**config.mk**
```make
export PLATFORM = sky130hd
export DESIGN_NAME = uart_tx_word_flat
export DESIGN_NICKNAME = d
export VERILOG_FILES = /design/src/rtl/uart_tx_word_if.sv /design/src/rtl/uart_tx_word.sv /design/src/flat_wrapper.sv
export SDC_FILE = /design/constraint.sdc
export NUM_CORES = 1
export LEC_CHECK = 0
export ABC_AREA = 0
export BUFFER_PORTS_ARGS = -buffer_cell sky130_fd_sc_hd__buf_2
export CAP_MARGIN = 20
export CORE_ASPECT_RATIO = 1.2
export CORE_MARGIN = 4
export CORE_UTILIZATION = 30
export CTS_CLUSTER_DIAMETER = 120
export CTS_CLUSTER_SIZE = 8
export DETAILED_ROUTE_END_ITERATION = 10
export GPL_ROUTABILITY_DRIVEN = 0
export PLACE_DENSITY = 0.59
export SLEW_MARGIN = 10
export SYNTH_ARGS = -nofsm -noshare
export SYNTH_HDL_FRONTEND = slang
export SYNTH_SLANG_ARGS = --single-unit
```
**constraint.sdc**
```tcl
create_clock -name i_clk -period 3.9 [get_ports i_clk]
set_input_delay 0.78 -clock i_clk [delete_from_list [all_inputs] [get_ports i_clk]]
set_output_delay 0.78 -clock i_clk [all_outputs]
set_load 0.05 [all_outputs]
```
**src/rtl/uart_tx_word_if.sv**
```systemverilog
// Word-transmit bus for uart_tx_word.
//
// Handshake: i_tx_en is the request (valid) and !o_tx_busy is the ready.
// A request is taken on the rising edge where i_tx_en=1 and the transmitter
// is idle. i_tx_data is sampled on that same edge only. A request seen
// while busy is dropped, not queued. The requester must hold or re-assert
// i_tx_en until it sees o_tx_busy rise.
// dbg_state mirrors the transmitter FSM state for checkers:
// 0=IDLE, 1=START, 2=DATA, 3=STOP.
interface uart_tx_word_if #(
  parameter int SIZE_DATA = 32
);
  logic                 i_tx_en;
  logic [SIZE_DATA-1:0] i_tx_data;
  logic                 o_tx_serial;
  logic                 o_tx_busy;
  logic                 o_byte_done;
  logic                 o_tx_done;
  logic [1:0]           dbg_state;

  modport master (
    output i_tx_en,
    output i_tx_data,
    input  o_tx_serial,
    input  o_tx_busy,
    input  o_byte_done,
    input  o_tx_done,
    input  dbg_state
  );

  modport slave (
    input  i_tx_en,
    input  i_tx_data,
    output o_tx_serial,
    output o_tx_busy,
    output o_byte_done,
    output o_tx_done,
    output dbg_state
  );
endinterface

```
**src/rtl/uart_tx_word.sv**
```systemverilog
// UART 8N1 transmitter for a multi-byte word, least-significant byte first.
// Each byte is framed as a start bit, 8 data bits (LSB first) and a stop bit.
// Every bit lasts BAUDRATE_VALUE clocks. Consecutive bytes of one word are
// sent back to back, so the stop bit of one byte is followed directly by
// the start bit of the next. Every output is a flop.
module uart_tx_word #(
  parameter int SIZE_DATA      = 32,
  parameter int BAUDRATE_VALUE = 325
) (
  input  logic           i_clk,
  input  logic           i_rst,
  uart_tx_word_if.slave  bus
);

  localparam int NUM_BYTES = SIZE_DATA / 8;
  localparam int BAUD_W    = $clog2(BAUDRATE_VALUE);
  localparam int BYTE_W    = (NUM_BYTES > 1) ? $clog2(NUM_BYTES) : 1;

  localparam logic [BAUD_W-1:0] BAUD_LAST = BAUD_W'(BAUDRATE_VALUE - 1);
  localparam logic [BYTE_W-1:0] BYTE_LAST = BYTE_W'(NUM_BYTES - 1);

  typedef enum logic [1:0] {
    IDLE  = 2'd0,
    START = 2'd1,
    DATA  = 2'd2,
    STOP  = 2'd3
  } state_t;

  state_t               state;
  logic [BAUD_W-1:0]    baud_cnt;
  logic [2:0]           bit_cnt;
  logic [BYTE_W-1:0]    byte_idx;
  logic [SIZE_DATA-1:0] shift_reg;
  logic                 serial;
  logic                 busy;
  logic                 byte_done;
  logic                 tx_done;
  logic                 baud_last;

  // The current bit has been on the line for its full period.
  assign baud_last = (baud_cnt == BAUD_LAST);

  // Framing FSM. It owns every counter and every registered output.
  // The shift register moves right once per data bit. After 8 shifts the
  // next byte of the word sits in shift_reg[7:0].
  always_ff @(posedge i_clk or posedge i_rst) begin
    if (i_rst) begin
      state     <= IDLE;
      baud_cnt  <= '0;
      bit_cnt   <= '0;
      byte_idx  <= '0;
      shift_reg <= '0;
      serial    <= 1'b1;
      busy      <= 1'b0;
      byte_done <= 1'b0;
      tx_done   <= 1'b0;
    end else begin
      byte_done <= 1'b0;
      tx_done   <= 1'b0;
      unique case (state)
        IDLE: begin
          baud_cnt <= '0;
          bit_cnt  <= '0;
          if (bus.i_tx_en) begin
            shift_reg <= bus.i_tx_data;
            byte_idx  <= '0;
            serial    <= 1'b0;
            busy      <= 1'b1;
            state     <= START;
          end else begin
            serial <= 1'b1;
            busy   <= 1'b0;
          end
        end

        START: begin
          if (baud_last) begin
            baud_cnt  <= '0;
            bit_cnt   <= '0;
            serial    <= shift_reg[0];
            shift_reg <= {1'b0, shift_reg[SIZE_DATA-1:1]};
            state     <= DATA;
          end else begin
            baud_cnt <= baud_cnt + BAUD_W'(1);
          end
        end

        DATA: begin
          if (baud_last) begin
            baud_cnt <= '0;
            if (bit_cnt == 3'd7) begin
              serial <= 1'b1;
              state  <= STOP;
            end else begin
              bit_cnt   <= bit_cnt + 3'd1;
              serial    <= shift_reg[0];
              shift_reg <= {1'b0, shift_reg[SIZE_DATA-1:1]};
            end
          end else begin
            baud_cnt <= baud_cnt + BAUD_W'(1);
          end
        end

        STOP: begin
          if (baud_last) begin
            baud_cnt  <= '0;
            byte_done <= 1'b1;
            if (byte_idx == BYTE_LAST) begin
              // The last stop bit ends in the same cycle as the return to IDLE.
              tx_done <= 1'b1;
              busy    <= 1'b0;
              serial  <= 1'b1;
              state   <= IDLE;
            end else begin
              // The next byte starts at once. There is no idle gap between
              // bytes of one word.
              byte_idx <= byte_idx + BYTE_W'(1);
              serial   <= 1'b0;
              state    <= START;
            end
          end else begin
            baud_cnt <= baud_cnt + BAUD_W'(1);
          end
        end

        default: begin
          state  <= IDLE;
          serial <= 1'b1;
          busy   <= 1'b0;
        end
      endcase
    end
  end

  assign bus.o_tx_serial = serial;
  assign bus.o_tx_busy   = busy;
  assign bus.o_byte_done = byte_done;
  assign bus.o_tx_done   = tx_done;
  assign bus.dbg_state   = state;

endmodule

```
**src/flat_wrapper.sv**
```systemverilog
// flat-port wrapper written by rule: the top's interface ports become plain ports
module uart_tx_word_flat 
#(
  parameter int SIZE_DATA      = 32,
  parameter int BAUDRATE_VALUE = 325
)
  (i_clk, i_rst, bus_i_tx_en, bus_i_tx_data, bus_o_tx_serial, bus_o_tx_busy, bus_o_byte_done, bus_o_tx_done, bus_dbg_state);
  uart_tx_word_if #(.SIZE_DATA(SIZE_DATA)) bus_i ();
  input  logic i_clk;
  input  logic i_rst;
  input wire logic [$bits(bus_i.i_tx_en)-1:0] bus_i_tx_en;
  input wire logic [$bits(bus_i.i_tx_data)-1:0] bus_i_tx_data;
  output wire logic [$bits(bus_i.o_tx_serial)-1:0] bus_o_tx_serial;
  output wire logic [$bits(bus_i.o_tx_busy)-1:0] bus_o_tx_busy;
  output wire logic [$bits(bus_i.o_byte_done)-1:0] bus_o_byte_done;
  output wire logic [$bits(bus_i.o_tx_done)-1:0] bus_o_tx_done;
  output wire logic [$bits(bus_i.dbg_state)-1:0] bus_dbg_state;
  assign bus_i.i_tx_en = bus_i_tx_en;
  assign bus_i.i_tx_data = bus_i_tx_data;
  assign bus_o_tx_serial = bus_i.o_tx_serial;
  assign bus_o_tx_busy = bus_i.o_tx_busy;
  assign bus_o_byte_done = bus_i.o_byte_done;
  assign bus_o_tx_done = bus_i.o_tx_done;
  assign bus_dbg_state = bus_i.dbg_state;
  uart_tx_word #(.SIZE_DATA(SIZE_DATA), .BAUDRATE_VALUE(BAUDRATE_VALUE)) u_core (.i_clk(i_clk), .i_rst(i_rst), .bus(bus_i));
endmodule
```
==> metrics <==
status finished, final reports clean; buffers added on ports 40; min Tclk post-route 2.520 ns; Synth Cell Area 0.002678 mm2; Worst R2R Path Depth 5; core box area 0.008657 mm2; first-pass GRT wire length 8556 um; CP Data Arrival Time 2.72 ns; Area contributors post-synth dfrtp_1, mux2_2, ha_1, nor2_1, xor2_1; WHS 0.4629 ns; clock transition at the registers of the reported paths 0.10 ns; Ys Warns 0; hpwl dp 3518 um; Critical Path End Type flop; CTS tree yes; ANT cells 0; Cell variety after synth 33; dominant synthesized flop cell dfrtp_1; post-synthesis register bit count 52; Final Power 0.002601 W; post-route ant nets 0; Clk Latency, worst-skew pair 0.31 ns; crit-path cells inv_1, ha_1, or2_2, a21oi_4, mux2_2; Hold-fix buffers, CTS 0; post-synthesis async set-or-reset flop share 100.0%; leakage power 1.433 nW; Root Buffer clkbuf_8; area grow syn2layout 15.19%; peak supply drop 0.4153 mV; critical path depth 5; Fmax 396.9 MHz; Total GRT Usage 10.13%; CTS Buffer Depth 2; fin nets 299; final setup TNS 0 ns; RSZ-0062 raised after global routing false; startpoint types flop; area leader, netlist dfrtp_1; final hold vios 0; # rows 37; # DRC 0; slowest CP cell a21oi_4; critical path class reg2reg; final wirelength 4896 um; critical path required time 4.10 ns; clock sink count 52; grt total ovfl 0; family with the most delay on the worst path compound AO/OA/AOI/OAI gates; buffers and inverters on the worst path 1; Slew headroom 31.15%; largest net degree at the start of global routing 35; 1st-iter DRT viols 91; Routed wire per std cell 13.16 um; Mapped Nets 259; # IOs 41; most common cell after layout, fill and taps aside mux2_2; post-synth top area share 47.66%; MaxCap Viol Count 0; sequential-to-total area share from yosys stat 48.64%; PD cells 843.4 mW/mm2; final setup vio count 0; Post-DP Area 0.002994 mm2; die area 0.01051 mm2; Pins Over Slew Limit 0; crit-path max cell delay 0.82 ns; critical path peak fanout 32; Initial Util 30.93%; CTS H-tree lvls 2; fin crit share 64.60%; post-CTS setup buffers 0; drt via density 4.543; final instance area 0.003084 mm2; first-pass detailed-route iteration total 4; Gate Count Post-Synth 214; initial antenna violation count 0; Clock Skews 0.006987 ns; worst min path class in2async; vias 1690; Synth Area per Inst 12.51 um2; number of buffers created by CTS 5; most frequent cells in the layout mux2_2, dfrtp_1, buf_2, nor2_1, ha_1; Die Ht 111.5 um; Die W 94.24 um; share of layout cells above drive strength 1 47.45%; fill count 893; vias in the first global route 1809; post-cts gate resize count 0; number of flops mapped to enable cells by yosys 0; Slew @ Worst Pin 1.030 ns; max reg flops 32
area by class of cell:
class / instances / area (um2) / area share (%)
clock buffer: 5 / 68.82 / 2.231
multi-input combinational: 146 / 1291 / 41.87
clock inverter: 3 / 21.27 / 0.6897
timing repair buffer: 42 / 227.7 / 7.383
sequential: 52 / 1303 / 42.23
tap: 117 / 146.4 / 4.746
inverter: 7 / 26.28 / 0.8519
Yosys cell counts (2+ instances only):
library cell,count
and4bb_2,2
buf_6,3
a21oi_1,3
ha_1,10
o21ai_0,5
mux2_1,2
nor2_1,16
nor2b_1,2
dfrtp_1,51
nand2b_1,3
nand4_1,3
nand2_1,7
mux2_2,64
a22o_1,2
clkbuf_1,5
nand3_1,5
inv_1,7
nor3_1,4
xor2_1,6
final timing paths:
path | startpoint | endpoint | slack [ns]
max | u_core.bus.dbg_state[0] | u_core.shift_reg[18] | 1.38
min | i_rst | u_core.baud_cnt[8] | 0.46
max reg2reg | u_core.bus.dbg_state[0] | u_core.shift_reg[18] | 1.38
min reg2reg | u_core.shift_reg[31] | u_core.shift_reg[31] | 0.49
max in group asynchronous | i_rst | u_core.bit_cnt[2] | 2.90
min in group i_clk | u_core.shift_reg[31] | u_core.shift_reg[31] | 0.49
power by group:
part | total (W) | internal [W] | switching [W] | leakage [nW]
registers | 0.000902 | 0.000774 | 0.000128 | 0.645
logic | 0.00138 | 0.000765 | 0.000618 | 0.743
clock network | 0.000316 | 0.000128 | 0.000188 | 0.0445
total | 0.00260 | 0.00167 | 0.000934 | 1.43
per-stage QoR:
stage | util (%) | setup slack [ns] | instances
after CTS | 35.63 | 1.345 | 372
after detailed placement | 34.59 | 1.358 | 364
final | 35.63 | 1.380 | 372
after global routing | 35.63 | 1.229 | 372
after global placement | 34.35 | 1.382 | 363
after floorplan | - | 1.518 | 214
cells by family after synthesis:
family                   synth area share, %
AO/OA/AOI/OAI                          3.972
XOR/XNOR                               2.290
multiplexers                           27.76
buffers and inverters                  3.131
AND/OR/NAND/NOR                        9.533
flip-flops                             48.64
adder cells (fa/ha/maj)                4.673
routing by layer:
metal	routed length (um)	vias up	track usage, %
met5	0	-	0
met4	85	0	4.143
met3	252	6	3.041
met2	2334	32	15.58
met1	2223	825	13.23
li1	-	827	-
Power figures use the tool's default switching activity.
